`src/rtl/clock_divider_bank.sv`:
```
// -----------------------------------------------------------------------------
// clock_divider_bank
//
// Multi-channel, run-time programmable clock divider. Each channel counts
// system clock edges up to its active terminal count N and then wraps. On
// each wrap the channel emits a one-cycle tick and toggles its divided clock.
// The tick period is N+1 cycles. The divided clock has a 50% duty cycle and a
// period of 2*(N+1) cycles.
//
// A new divisor is written into a per-channel shadow register and marked
// pending. It is promoted to the active divisor only on that channel's next
// wrap, or on a global sync strobe. This keeps every half-period whole.
//
// Parameters
//   CHANNELS     number of independent channels (1..16)
//   CNT_WIDTH    counter / divisor width in bits
//   DEFAULT_DIV  divisor every channel holds after reset
//
// Ports
//   clock      in   system clock, all state on posedge
//   reset_n    in   asynchronous active-low reset
//   enable     in   per-channel run enable
//   sync       in   one-cycle strobe: restart and phase-align all channels
//   load       in   one-cycle strobe: write load_div into channel load_sel
//   load_sel   in   target channel of a load (out-of-range values ignored)
//   load_div   in   new terminal count N
//   scaledclk  out  per-channel divided clock (registered)
//   tick       out  per-channel wrap strobe (registered)
//   pending    out  per-channel "shadow divisor not yet applied" flag
// -----------------------------------------------------------------------------
module clock_divider_bank #(
  parameter int CHANNELS    = 4,
  parameter int CNT_WIDTH   = 16,
  parameter int DEFAULT_DIV = 99,
  localparam int SEL_W      = (CHANNELS > 1) ? $clog2(CHANNELS) : 1
) (
  input  logic                 clock,
  input  logic                 reset_n,
  input  logic [CHANNELS-1:0]  enable,
  input  logic                 sync,
  input  logic                 load,
  input  logic [SEL_W-1:0]     load_sel,
  input  logic [CNT_WIDTH-1:0] load_div,
  output logic [CHANNELS-1:0]  scaledclk,
  output logic [CHANNELS-1:0]  tick,
  output logic [CHANNELS-1:0]  pending
);

  localparam logic [CNT_WIDTH-1:0] DIV_RESET = CNT_WIDTH'(DEFAULT_DIV);
  localparam logic [CNT_WIDTH-1:0] CNT_ZERO  = {CNT_WIDTH{1'b0}};
  localparam logic [CNT_WIDTH-1:0] CNT_ONE   = CNT_WIDTH'(1);

  // Per-channel state
  logic [CHANNELS-1:0][CNT_WIDTH-1:0] cnt_q,   cnt_d;
  logic [CHANNELS-1:0][CNT_WIDTH-1:0] div_a_q, div_a_d;
  logic [CHANNELS-1:0][CNT_WIDTH-1:0] div_s_q, div_s_d;
  logic [CHANNELS-1:0]                pend_q,  pend_d;
  logic [CHANNELS-1:0]                sclk_q,  sclk_d;
  logic [CHANNELS-1:0]                tick_q,  tick_d;

  // Per-channel decode helpers
  logic [CHANNELS-1:0]                load_hit_s;
  logic [CHANNELS-1:0]                wrap_s;

  // Decode which channel a load targets and which channels wrap this cycle.
  // A load_sel at or beyond CHANNELS matches no channel, so it is dropped.
  always_comb begin
    load_hit_s = {CHANNELS{1'b0}};
    wrap_s     = {CHANNELS{1'b0}};
    for (int i = 0; i < CHANNELS; i++) begin
      if (load && (int'(load_sel) == i)) begin
        load_hit_s[i] = 1'b1;
      end else begin
        load_hit_s[i] = 1'b0;
      end
      // The counter never passes div_a, so equality is the wrap condition.
      if (enable[i] && (cnt_q[i] == div_a_q[i])) begin
        wrap_s[i] = 1'b1;
      end else begin
        wrap_s[i] = 1'b0;
      end
    end
  end

  // Next-state logic for every channel: sync, then wrap/count/hold, then load.
  always_comb begin
    cnt_d   = cnt_q;
    div_a_d = div_a_q;
    div_s_d = div_s_q;
    pend_d  = pend_q;
    sclk_d  = sclk_q;
    tick_d  = {CHANNELS{1'b0}};
    for (int i = 0; i < CHANNELS; i++) begin
      if (sync) begin
        // Phase-align every channel and flush any pending divisor right away.
        // A load on the same edge bypasses the shadow and takes effect now.
        cnt_d[i]  = CNT_ZERO;
        sclk_d[i] = 1'b0;
        tick_d[i] = 1'b0;
        pend_d[i] = 1'b0;
        if (load_hit_s[i]) begin
          div_a_d[i] = load_div;
          div_s_d[i] = load_div;
        end else if (pend_q[i]) begin
          div_a_d[i] = div_s_q[i];
        end else begin
          div_a_d[i] = div_a_q[i];
        end
      end else begin
        if (wrap_s[i]) begin
          cnt_d[i]  = CNT_ZERO;
          sclk_d[i] = ~sclk_q[i];
          tick_d[i] = 1'b1;
          // Promote the shadow only at a wrap so no half-period is cut short.
          if (pend_q[i]) begin
            div_a_d[i] = div_s_q[i];
            pend_d[i]  = 1'b0;
          end else begin
            div_a_d[i] = div_a_q[i];
          end
        end else if (enable[i]) begin
          cnt_d[i] = cnt_q[i] + CNT_ONE;
        end else begin
          // Disabled: count, phase and divisor freeze; tick stays low.
          cnt_d[i] = cnt_q[i];
        end
        // A load landing on the wrap edge is applied after the old shadow was
        // promoted above, so the new value waits for the next wrap.
        if (load_hit_s[i]) begin
          div_s_d[i] = load_div;
          pend_d[i]  = 1'b1;
        end else begin
          div_s_d[i] = div_s_d[i];
        end
      end
    end
  end

  // State registers, cleared asynchronously to the reset divisor.
  always_ff @(posedge clock or negedge reset_n) begin
    if (!reset_n) begin
      for (int i = 0; i < CHANNELS; i++) begin
        cnt_q[i]   <= CNT_ZERO;
        div_a_q[i] <= DIV_RESET;
        div_s_q[i] <= DIV_RESET;
      end
      pend_q <= {CHANNELS{1'b0}};
      sclk_q <= {CHANNELS{1'b0}};
      tick_q <= {CHANNELS{1'b0}};
    end else begin
      cnt_q   <= cnt_d;
      div_a_q <= div_a_d;
      div_s_q <= div_s_d;
      pend_q  <= pend_d;
      sclk_q  <= sclk_d;
      tick_q  <= tick_d;
    end
  end

  // Outputs come straight from registers.
  assign scaledclk = sclk_q;
  assign tick      = tick_q;
  assign pending   = pend_q;

endmodule

```
`config.mk`:
```
export PLATFORM = sky130hd
export DESIGN_NAME = clock_divider_bank
export DESIGN_NICKNAME = d
export VERILOG_FILES = /design/src/rtl/clock_divider_bank.sv
export SDC_FILE = /design/constraint.sdc
export NUM_CORES = 1
export LEC_CHECK = 0
export ABC_AREA = 1
export CAP_MARGIN = 5
export CORE_ASPECT_RATIO = 0.8
export CORE_MARGIN = 1.5
export CORE_UTILIZATION = 53
export DETAILED_ROUTE_END_ITERATION = 10
export PLACE_DENSITY = 0.7
export SYNTH_ARGS = -nofsm -noshare
export SYNTH_HDL_FRONTEND = slang
export SYNTH_SLANG_ARGS = --single-unit
export TNS_END_PERCENT = 5
```
`constraint.sdc`:
```
create_clock -name clock -period 2.6 [get_ports clock]
set_input_delay 0.26 -clock clock [delete_from_list [all_inputs] [get_ports clock]]
set_output_delay 0.26 -clock clock [all_outputs]
set_load 0.005 [all_outputs]
```
==> run_results.csv <==
group,metric,value,unit
clock_tree,cts_max_path_buffers,3,
sta,fin_worst_hold_slack,0.304,ns
outcome,outcome,"completed",
floorplanning,floorplan.core_area,22400,um2
logic_synthesis,edff_count_synth,0,
worst_setup_path,path_class,"register to primary output",
drt,drtAntennaViolNets,0,
drt,top_layer_used,"met4",
worst_setup_path,worst_path_largest_cell_delay,0.63,ns
global_route,grt.overflow.total,0,
cells_and_area,n_fill_cell,2151,
worst_setup_path,timing.critical_path.arrival,1.74,ns
logic_synthesis,syn_area,12100,um2
worst_setup_path,worstSetupStartpointType,"register",
logic_synthesis,synth_warnings,0,
clock_tree,cts.reportedPaths.clkPinSlew,0.06,ns
worst_setup_path,worst-path-max-fanout,15,
floorplanning,die_w,172,um
pwr,switching_share,33.1,%
floorplanning,fp-row-count,49,
sta,timing_worst_slew_pin_value,0.741,ns
place,placement.io_buffers,37,
cells_and_area,post_layout_nonfiller_instances,2172,
logic_synthesis,post-synth-top-count-cell,"sky130_fd_sc_hd__nand2_1",
sta,report.final.slew_viol_count,0,
pwr,power_share_of_the_combinational_group,24.8,%
logic_synthesis,syn_inst,1819,
worst_setup_path,crit_path_end_kind,"primary output",
pwr,internal_power,6.43,mW
worst_setup_path,critPathBufInv,1,
worst_setup_path,regToRegStartpoint,"div_a_q[0]",
drt,avgViaCountPerCell,5.28,
drt,drt_wl_total,32100,um
sta,grt_setup_unrepaired,"false",
drt,met2_routed_wl,14700,um
pwr,seq_power_share,42.2,%
sta,fin_skew,0.0103,ns
clock_tree,number_of_clock_buffers_inserted_by_tritoncts,23,
logic_synthesis,yosys-top-cells-count,"692 x sky130_fd_sc_hd__nand2_1, 214 x sky130_fd_sc_hd__inv_1, 205 x sky130_fd_sc_hd__nor2_1",
pwr,power-per-cell-area,710,nW/um2
cells_and_area,final_core_util,60.5,%
place,post-place-ws,0.493,ns
logic_synthesis,synth.top_cell.area_share,35.7,%
drt,m1_wire_length,14700,um
place,routability_cong,0.945,
logic_synthesis,synthDistinctLibCells,27,
worst_setup_path,crit_path_start,"pending[1]",
cells_and_area,layout.cell_area.non_filler,13500,um2
logic_synthesis,ys_dominant_reg_cell,"sky130_fd_sc_hd__dfrtp_1",
floorplanning,die_area,23700,um2
global_route,maximum_number_of_pins_on_one_net_before_global_route_repair,76,
sta,final_hold_violating_endpoints,0,
clock_tree,clock_sinks,204,
drt,routed-wl-met3,1980,um
clock_tree,clk_latency,0.52,ns
drt,drtPass1Iterations,5,
global_route,antenna_found_initial,2,
pwr,switching_power,3.18,mW
cells_and_area,drive_above_1_share,6.27,%
place,post_dp_cell_area,12800,um2
worst_setup_path,slowest_stage,"sky130_fd_sc_hd__dfrtp_1",
global_route,first_pass_grt_wire_length,52200,um
drt,drt-initial-drc-count,870,
logic_synthesis,synth_top_cells_by_area,"sky130_fd_sc_hd__dfrtp_1 36%, sky130_fd_sc_hd__nand2_1 22%, sky130_fd_sc_hd__o21ai_0 7.0%, sky130_fd_sc_hd__dfstp_2 7.0%, sky130_fd_sc_hd__inv_1 6.7%",
logic_synthesis,ys_async_sr_fraction,100,%
global_route,vias_in_the_first_global_route,10500,
cells_and_area,layout.nets,1878,
sta,fmaxAchievable,0.499,GHz
pwr,vdd_drop_max,0.000554,V
worst_setup_path,family_with_the_most_delay_on_the_worst_path,"flip-flops",
logic_synthesis,synth-seq-area-share,42.7,%
drt,drc,0,
sta,setup_viol,0,
sta,min_period_over_period,77.0,%
clock_tree,cts.root.buffer_cell,"sky130_fd_sc_hd__clkbuf_16",
drt,routedWlPerCell,14.8,um
pwr,post-layout-total-power,9.62,mW
place,place.detailed.hpwl,23300,um
job,number_of_violations_of_the_max_capacitance_limit,0,
floorplanning,num_io_pins,38,
logic_synthesis,synth_nets,1849,
worst_setup_path,crit_chain,"clkdlybuf4s50_1",
floorplanning,dieHeight,138,um
floorplanning,initial_util,53.9,%
place,placedCellCount,2128,
global_route,global_route.usage.total,27.6,%
worst_setup_path,reg2reg_slack,0.83,ns
sta,final_period_minus_worst_setup_slack,2.00,ns
sta,slew_headroom,50.5,%
pwr,share_clk_of_total_power,33.0,%
pwr,static-leakage-power,6.87,nW
logic_synthesis,avgSynthCellArea,6.63,um2
min_path,worstHoldPathType,"input pin to asynchronous set/reset pin",
sta,timing.final.ws_setup,0.598,ns
clock_tree,cts_resizes,0,
logic_synthesis,ys_seq_elements,204,
sta,setup_total_negative_slack,0,ns
drt,vias,11500,
clock_tree,h-tree-depth,1,
worst_setup_path,worst_ep_required_time,2.34,ns
clock_tree,cts_tree,"built",
logic_synthesis,yosys.area.top_type,"sky130_fd_sc_hd__dfrtp_1",
cells_and_area,syn_to_final_growth,12.3,%
## final timing paths
check,to,depth (start not counted)
min in group clock,div_a_q[22],5
hold / removal,cnt_q[8],2
max in group asynchronous,cnt_q[56],3
hold reg to reg,div_s_q[60],2
setup reg to reg,div_a_q[12],11
setup / recovery,pending[1],1
## cell usage in the layout (no fill, tap or decap), drive strengths merged
| master | instances |
|---|---|
| buf | 35 |
| or2 | 1 |
| a21oi | 33 |
| o21ai | 175 |
| nand4 | 43 |
| nor2 | 218 |
| dfstp | 32 |
| nand3b | 1 |
| dfrtp | 172 |
| dlygate4sd3 | 1 |
| xor2 | 27 |
| bufinv | 1 |
| nand3 | 115 |
| nand2 | 692 |
| clkdlybuf4s50 | 36 |
| clkinv | 5 |
| diode | 1 |
| mux2i | 2 |
| nor3 | 19 |
| clkbuf | 36 |
| inv | 216 |
| ha | 4 |
| o31ai | 1 |
## sequential cells by signal, indices dropped and copies added (netlist names)
signal     flops
cnt_q         64
div_a_q       64
div_s_q       64
pending        4
scaledclk      4
tick           4
## cell type report
class	instances	area (um2)	share of cell area, %
Multi-Input combinational cell	1331	5770	42.6
Sequential cell	204	5140	38.0
Inverter	215	807	5.96
Timing Repair Buffer	73	709	5.24
Clock buffer	35	661	4.88
Tap cell	306	383	2.83
Clock inverter	7	67.6	0.499
Antenna cell	1	2.50	0.0185
## power by group through the flow
stage / combinational (mW) / clock, mW / sequential (mW)
2_1_floorplan: 1.76 / 0 / 3.98
3_3_place_gp: 2.34 / 0 / 4.09
3_5_place_dp: 2.38 / 0 / 4.09
4_1_cts: 2.39 / 3.22 / 4.05
5_1_grt: 2.76 / 3.34 / 4.11
6_report: 2.39 / 3.17 / 4.05
## cells by family after synthesis
kind of cell	synth area share [%]
flip-flops	42.7
AND/OR/NAND/NOR	36.6
AO/OA/AOI/OAI	8.70
buffers and inverters	9.49
multiplexers	0.166
XOR/XNOR	1.96
adder cells (fa/ha/maj)	0.415
## worst register-to-register path: stages, from the launching register on
cell                      delay [ns]
sky130_fd_sc_hd__dfstp_2        0.56
sky130_fd_sc_hd__inv_1          0.06
sky130_fd_sc_hd__nand2_1        0.09
sky130_fd_sc_hd__nand2_1        0.06
sky130_fd_sc_hd__nor2_1         0.09
sky130_fd_sc_hd__nand2_1        0.06
sky130_fd_sc_hd__nor2_1         0.08
sky130_fd_sc_hd__nand3_1        0.11
sky130_fd_sc_hd__nand2_1        0.24
sky130_fd_sc_hd__buf_12         0.22
sky130_fd_sc_hd__nand2_1        0.07
sky130_fd_sc_hd__nand2_1        0.06
## routing by layer
layer	vias to the layer above	track usage (%)
li1	5730	-
met1	5371	39.0
met4	0	6.77
met2	323	44.8
met5	-	0
met3	42	3.97
## repair_timing
item                                   in CTS  in global routing
endpoints found under the hold margin      57                  0
hold buffers                                1                  0
buffers inserted                            0                  0
No activity file was read; power rests on OpenSTA's default activity.
